File: src/rtl/rr_arbiter8.sv
// ---------------------------------------------------------------------------
// rr_arbiter8
//
// Eight-way round-robin arbiter that shares one resource among eight
// requesters. The winning requester's index is held in a register and
// expanded to a one-hot grant by a 3:8 decode, so exactly one requester
// owns the resource at any time. A programmable hold limit forcibly
// releases an owner that never finishes.
//
// Ports:
//   clk        rising-edge clock
//   reset      asynchronous, active-high reset
//   req[7:0]   level-sensitive request vector, bit i belongs to requester i
//   done       current owner has finished (only looked at during a grant)
//   gnt[7:0]   one-hot grant, all zero when no grant is active
//   gnt_idx    index of the current owner, zero when no grant is active
//   gnt_valid  a grant is active
//   timeout    one-cycle pulse (during the dead cycle) after a forced release
//
// Parameter:
//   MAX_HOLD   maximum grant length in cycles (0 disables the limit, 0..255)
// ---------------------------------------------------------------------------
module rr_arbiter8 #(
  parameter int unsigned MAX_HOLD = 15
) (
  input  logic       clk,
  input  logic       reset,
  input  logic [7:0] req,
  input  logic       done,
  output logic [7:0] gnt,
  output logic [2:0] gnt_idx,
  output logic       gnt_valid,
  output logic       timeout
);

  // IDLE waits for a request, GRANT holds the resource for one owner,
  // GAP is the single dead cycle between two grants.
  typedef enum logic [1:0] {
    IDLE  = 2'd0,
    GRANT = 2'd1,
    GAP   = 2'd2
  } state_t;

  // The limit fires on the cycle where cnt reaches MAX_HOLD-1, i.e. on the
  // MAX_HOLD-th cycle of the grant. Truncation to 8 bits is harmless since
  // the legal range tops out at 255.
  localparam logic        HOLD_EN   = (MAX_HOLD != 0);
  localparam logic [7:0]  HOLD_LAST = (MAX_HOLD == 0) ? 8'd0 : 8'(MAX_HOLD - 1);

  state_t     state;
  state_t     state_next;
  logic [2:0] ptr;
  logic [2:0] ptr_next;
  logic [2:0] idx;
  logic [2:0] idx_next;
  logic [7:0] cnt;
  logic [7:0] cnt_next;
  logic       timeout_q;
  logic       timeout_next;

  logic       win_found;
  logic [2:0] win_idx;
  logic       owner_req;
  logic       limit_hit;
  logic       release_now;

  // Rotating priority search. The loop walks offsets from the far end back
  // toward ptr so that the closest set bit (lowest offset) is the one left
  // standing. The 3-bit add wraps naturally, giving the modulo-8 order.
  always_comb begin
    win_found = 1'b0;
    win_idx   = ptr;
    for (int k = 7; k >= 0; k--) begin
      if (req[ptr + 3'(k)]) begin
        win_found = 1'b1;
        win_idx   = ptr + 3'(k);
      end
    end
  end

  // Release conditions while granting. A forced release only counts as a
  // timeout if neither done nor a withdrawn request would have ended the
  // grant on the same cycle.
  always_comb begin
    owner_req   = req[idx];
    limit_hit   = HOLD_EN && (cnt == HOLD_LAST);
    release_now = done || !owner_req || limit_hit;
  end

  // Next-state and next-register logic. Everything defaults to holding its
  // value, except the timeout flag, which is a one-cycle pulse and therefore
  // defaults to clear.
  always_comb begin
    state_next   = state;
    ptr_next     = ptr;
    idx_next     = idx;
    cnt_next     = cnt;
    timeout_next = 1'b0;

    unique case (state)
      IDLE, GAP: begin
        if (win_found) begin
          idx_next   = win_idx;
          cnt_next   = 8'd0;
          state_next = GRANT;
        end else begin
          state_next = IDLE;
        end
      end

      GRANT: begin
        cnt_next = (cnt == 8'hFF) ? cnt : cnt + 8'd1;
        if (release_now) begin
          // The releasing owner drops to lowest priority for the next
          // round, which is what guarantees fairness.
          ptr_next     = idx + 3'd1;
          state_next   = GAP;
          timeout_next = limit_hit && !done && owner_req;
        end
      end

      default: begin
        state_next = IDLE;
      end
    endcase
  end

  // State and datapath registers, cleared asynchronously so the outputs
  // drop the moment reset is asserted, even in the middle of a grant.
  always_ff @(posedge clk or posedge reset) begin
    if (reset) begin
      state     <= IDLE;
      ptr       <= 3'd0;
      idx       <= 3'd0;
      cnt       <= 8'd0;
      timeout_q <= 1'b0;
    end else begin
      state     <= state_next;
      ptr       <= ptr_next;
      idx       <= idx_next;
      cnt       <= cnt_next;
      timeout_q <= timeout_next;
    end
  end

  // Output decode from registers only, so there is no combinational path
  // from req to gnt. The index output is forced to zero outside a grant.
  always_comb begin
    gnt_valid = (state == GRANT);
    gnt_idx   = gnt_valid ? idx : 3'd0;
    gnt       = 8'd0;
    if (gnt_valid) begin
      unique case (idx)
        3'd0: gnt = 8'b0000_0001;
        3'd1: gnt = 8'b0000_0010;
        3'd2: gnt = 8'b0000_0100;
        3'd3: gnt = 8'b0000_1000;
        3'd4: gnt = 8'b0001_0000;
        3'd5: gnt = 8'b0010_0000;
        3'd6: gnt = 8'b0100_0000;
        3'd7: gnt = 8'b1000_0000;
        default: gnt = 8'd0;
      endcase
    end
    timeout = timeout_q;
  end

endmodule

File: config.mk
export PLATFORM = sky130hd
export DESIGN_NAME = rr_arbiter8
export DESIGN_NICKNAME = d
export VERILOG_FILES = /design/src/rtl/rr_arbiter8.sv
export SDC_FILE = /design/constraint.sdc
export NUM_CORES = 1
export LEC_CHECK = 0
export CAP_MARGIN = 20
export CORE_MARGIN = 1.5
export CORE_UTILIZATION = 50
export DETAILED_ROUTE_END_ITERATION = 8
export PLACE_DENSITY = 0.78
export SYNTH_ARGS = -nofsm -noshare
export SYNTH_HDL_FRONTEND = slang
export SYNTH_SLANG_ARGS = --single-unit
File: constraint.sdc
create_clock -name clk -period 7.2 [get_ports clk]
set_clock_uncertainty 0.05 [all_clocks]
set_input_delay 0.72 -clock clk [delete_from_list [all_inputs] [get_ports clk]]
set_output_delay 0.72 -clock clk [all_outputs]
set_load 0.02 [all_outputs]
# Yosys cells after proc, flatten, opt, wreduce, memory -nomap -nowiden
# Memory sizes are Yosys's and may differ from the RTL's.
# Index checks and enable logic that the tools add are counted.
# totals
regBits	17
output_inout_bits	13
mem_bits_ro	64
memories	1
# op_classes
mux	44
add_sub_neg	9
n_reduce_logical	12
magnitude_cmp	9
eq_ne	7
# memory_table
name	words	word_bits	rd	rd_clocked_by_memory_dff	wr	line_no	text
(no name shown)	8	8	1	0	0	153	unique case (idx)
# ops
operator	count
3-bit by 4-bit less-than comparator with 1-bit output, second input constant	9
1-bit binary-select mux with 3-bit select	9
3-bit 2-to-1 mux	9
8-bit 2-to-1 mux	3
1-bit 2-to-1 mux	20
8-bit one-hot mux with 2 select lines	1
3-bit adder, second input constant	4
8-bit by 1-bit adder with 8-bit output, second input constant	1
8-bit by 4-bit equality test with 1-bit output, second input constant	1
8-bit equality test, second input constant	1
3-bit by 1-bit adder with 3-bit output, second input constant	2
3-bit by 2-bit adder with 3-bit output, second input constant	2
2-bit inequality test, second input constant	2
2-bit one-hot mux with 2 select lines	1
2-bit AND reduction	2
3-bit AND reduction	1
2-bit by 1-bit equality test with 1-bit output, second input constant	1
2-bit equality test, second input constant	1
1-bit logical AND	2
1-bit zero test	2
2-bit zero test	1
1-bit logical OR	2
2-bit 2-to-1 mux	1
2-bit by 1-bit inequality test with 1-bit output, second input constant	1
2 further kinds	2

# Depth between registers and ports, before layout
# logic_depth
ltp_word	13
depth_mapped	13
mapped_depth_nobuf	9

# Worst setup path after synthesis
# OpenSTA, ideal clock, no wires.
# synth_timing
kind	reg-to-reg
startpoint	register ptr[1]
endpoint	register idx[1]
path_buffers	3
period_less_slack_ns	2.803
arrival_ns	2.633
path_slack_ns	4.397
stages_incl_launch_ff	13
setup_ns	0.120
cell_sequence	dfrtp_1 buf_4 buf_4 inv_1 ha_1 clkbuf_1 mux4_1 mux2i_4 nand2_2 a311o_1 a31oi_1 o21ai_1 a31o_1
# synth_via
elab_chain_len	12
word_cells_on_any_way	40
# synth_rtl
item	line_no	text
start: declaration	52	logic [2:0] ptr;
start signal: assignment	139	ptr <= ptr_next;
3-bit adder	74, 76	
1-bit binary-select mux with 3-bit select	74	if (req[ptr + 3'(k)]) begin
1-bit 2-to-1 mux (implied by the code)	74	
1-bit 2-to-1 mux (8 in series)	74	
2-bit AND reduction (no source line)	--	
end signal: assignment	140	idx <= idx_next;
end: declaration	54	logic [2:0] idx;
# Parallel ways exist; a longest one is shown, timed or not. The select of a mux whose other input is x is not followed.
# A chain may end at the register's enable or synchronous reset.

# Worst setup path after layout
# Ends and elaborated chain as after synthesis.

==> summary.md <==
| Metric | Value |
|---|---|
| Ys Warns | 0 |
| Synth Flop Type | dfrtp_1 |
| Detailed-route via count | 1,543 |
| Clk slew on worst S/H paths | 0.10 ns |
| I/O Buffers | 23 |
| Die height | 62.5 um |
| Slew HR | 0.422 |
| Crit Path Class | flop to flop |
| Syn-to-layout area delta | 14.8% |
| PwrDens | 476 nW/um2 |
| Post-synthesis async set-or-reset flop share | 1.00 |
| Root Driver | clkbuf_4 |
| Peak supply drop | 185 uV |
| Least-Margin Pin Slew | 0.866 ns |
| Violation count after the first detailed-route iteration | 117 |
| Crit-path max cell delay | 0.84 ns |
| Crit path max fanout | 19 |
| Final worst-path cycle share | 0.481 |
| Layout Cells excl Fill | 260 |
| IO Pins | 24 |
| Crit-path cells | inv_1 > ha_1 > mux4_1 > nand2_1 > o21ai_2 > nor4_2 > a31oi_2 > mux2i_1 > a31o_1 |
| Clk_lat worst skew | 0.29 ns |
| Largest net degree at the start of global routing | 20 |
| CTS resizes | 0 |
| Routed vias/inst | 5.93 |
| Antenna Cells | 0 |
| Max clock buf depth | 2 |
| Initial Util | 0.526 |
| Post-layout min period | 3.47 ns |
| TNS Setup | 0 ns |
| Global route overflow | 0 |
| Wire per inst | 15.3 um |
| Synth Register Bits | 17 |
| Vias in the first global route | 1,498 |
| DR WL met2 | 1990 um |
| Number of antenna violations at the first check in global routing | 0 |
| Mapped Nets | 217 |
| CTS HTree Levels | 1 |
| Setup crit start kind | flop |
| Crit path DAT | 3.60 ns |
| Final hold vios | 0 |
| Worst Setup End Kind | flop |
| Antenna-violating nets left | 0 |
| Max Used Layer | met4 |
| Share of cells above drive strength 1 | 0.0981 |
| Met3 wire length | 168 um |
| Final setup fails | 0 |
| Seq/Total Area, Yosys | 0.240 |
| Share of the synthesized area in the top cell type | 0.240 |
| Die Wd | 62.5 um |
| Cell accounting for the most synthesized area | dfrtp_1 |
| Hold Path Stages | 1 |
| DRT met1 WL | 1800 um |
| Top post-synthesis cells by area | dfrtp_1 24%, mux4_2 7.6%, ha_1 7.1%, mux2i_1 6.2%, nand2_1 5.3% |
| Num rows | 21 |
| RSZ-0062 raised after global routing | false |
| Post-Synthesis Cells | 196 |
| First-pass GRT wire length | 6840 um |
| # DRC | 0 |
| Post-synthesis cell area | 1770 um2 |
| CTS tree | yes |
| GRT Overall Usage | 0.215 |
| Core Box Area | 3360 um2 |
| Total CTS buffers | 3 |
| Number of synthesized flops with an enable pin | 0 |
| Dpl hpwl | 3150 um |
| Final Wtd Congestion | 0.875 |
| Hold-fix buffers, CTS | 0 |
| Hold Path Class | flop to flop |
| Sink Count | 17 |
| WP data required | 7.33 ns |
| Die area | 3910 um2 |
| Outcome | completed |
| Placed Cells | 256 |
| Slowest cell on crit path | dfrtp_1 |
| Drt first pass iters | 5 |
| Routed WL | 3980 um |
| Cell variety after synth | 49 |
| Peak Freq | 289 MHz |
| Leak | 0.869 nW |
| Reg2Reg Depth | 9 |
| Postcts setup bufs | 0 |
| Max_cap viols | 0 |
| Mean Syn Cell Area | 9.03 um2 |
| Nets | 236 |
| Slew Viols, Final | 0 |
-- placed cells by master (no fill, tap or decap), drive strengths merged, types with 2 or more instances in the layout --
| master | netlist | final |
|---|---|---|
| and2 | 7 | 7 |
| a311o | 2 | 2 |
| a31oi | 5 | 5 |
| o21ai | 8 | 8 |
| nor3 | 3 | 3 |
| nor2b | 4 | 4 |
| mux4 | 9 | 9 |
| mux2 | 4 | 4 |
| nor2 | 18 | 18 |
| inv | 13 | 13 |
| clkbuf | 4 | 4 |
| nand2b | 3 | 3 |
| and3 | 6 | 6 |
| a21oi | 6 | 6 |
| a22oi | 2 | 2 |
| nand3 | 3 | 3 |
| a31o | 2 | 2 |
| clkdlybuf4s50 | 0 | 23 |
| xor2 | 4 | 4 |
| dfrtp | 17 | 17 |
| o211ai | 2 | 2 |
| xnor2 | 6 | 6 |
| nand2 | 26 | 26 |
| mux2i | 13 | 13 |
| ha | 10 | 10 |
-- per-layer routing --
layer	vias up	track usage
met5	-	0
met4	0	0.0528
met3	4	0.0378
met2	42	0.372
met1	762	0.279
li1	735	-
-- sequential cells by signal, indices dropped and copies added, names as in the netlist --
signal and flops:
idx 3, state 2, cnt 8, timeout 1
ptr 3
-- power by group --
group | internal (mW) | total [mW] | switching [mW]
logic | 0.336 | 0.718 | 0.383
registers | 0.125 | 0.199 | 0.0748
clock network | 0.0215 | 0.0510 | 0.0295
-- logic make-up (layout without fill, tap and decap cells) --
family	Yosys count	count (layout)	share of synthesized area
AO/OA/AOI/OAI	37	37	0.147
XOR/XNOR	10	10	0.0495
adder cells (fa/ha/maj)	10	10	0.0707
buffers and inverters	22	40	0.0565
flip-flops	17	17	0.240
multiplexers	26	26	0.234
AND/OR/NAND/NOR	74	74	0.202
-- Yosys cell counts, types with 6 or more instances --
master,instances
a21oi_1,6
ha_1,10
dfrtp_1,17
mux2i_1,11
nand2_1,25
and2_1,7
and3_1,6
xnor2_1,6
nor2_1,18
mux4_2,6
inv_1,12
o21ai_0,6
-- critical path: cells and delay by family (launching register included) --
kind	cells	cell delay, ns
flops	1	0.84
compound gates	3	0.65
mux	2	0.63
fa+ha+maj	1	0.49
simple gates	2	0.46
buf+inv	1	0.24
-- worst paths after layout --
kind / from / endpoint / slack, ns
setup reg to reg: ptr[1] / idx[1] / 3.73
max in group asynchronous: reset / cnt[0] / 5.92
setup / recovery: ptr[1] / idx[1] / 3.73
hold / removal: cnt[0] / cnt[0] / 0.50
hold reg to reg: cnt[0] / cnt[0] / 0.50
min in group asynchronous: reset / idx[1] / 0.76
-- layout make-up --
cell class,instances,area [um2]
Fill cell,329,1330
Multi-Input combinational cell,157,1240
Sequential cell,17,425
Timing Repair Buffer,23,230
Tap cell,46,57.6
Inverter,13,48.8
Clock buffer,4,26.3
-- per-stage QoR --
stage	setup slack, ns	power, mW	util	hold WS (ns)	area (um2)
2_1_floorplan	4.40	0.765	-	0.460	1770
3_3_place_gp	3.90	0.905	0.597	0.489	2010
3_5_place_dp	3.78	0.915	0.597	0.490	2010
4_1_cts	3.77	0.967	0.605	0.503	2030
5_1_grt	3.50	1.05	0.605	0.556	2030
6_report	3.73	0.969	0.605	0.496	2030
Note: power is estimated with default switching activity, not from simulation.
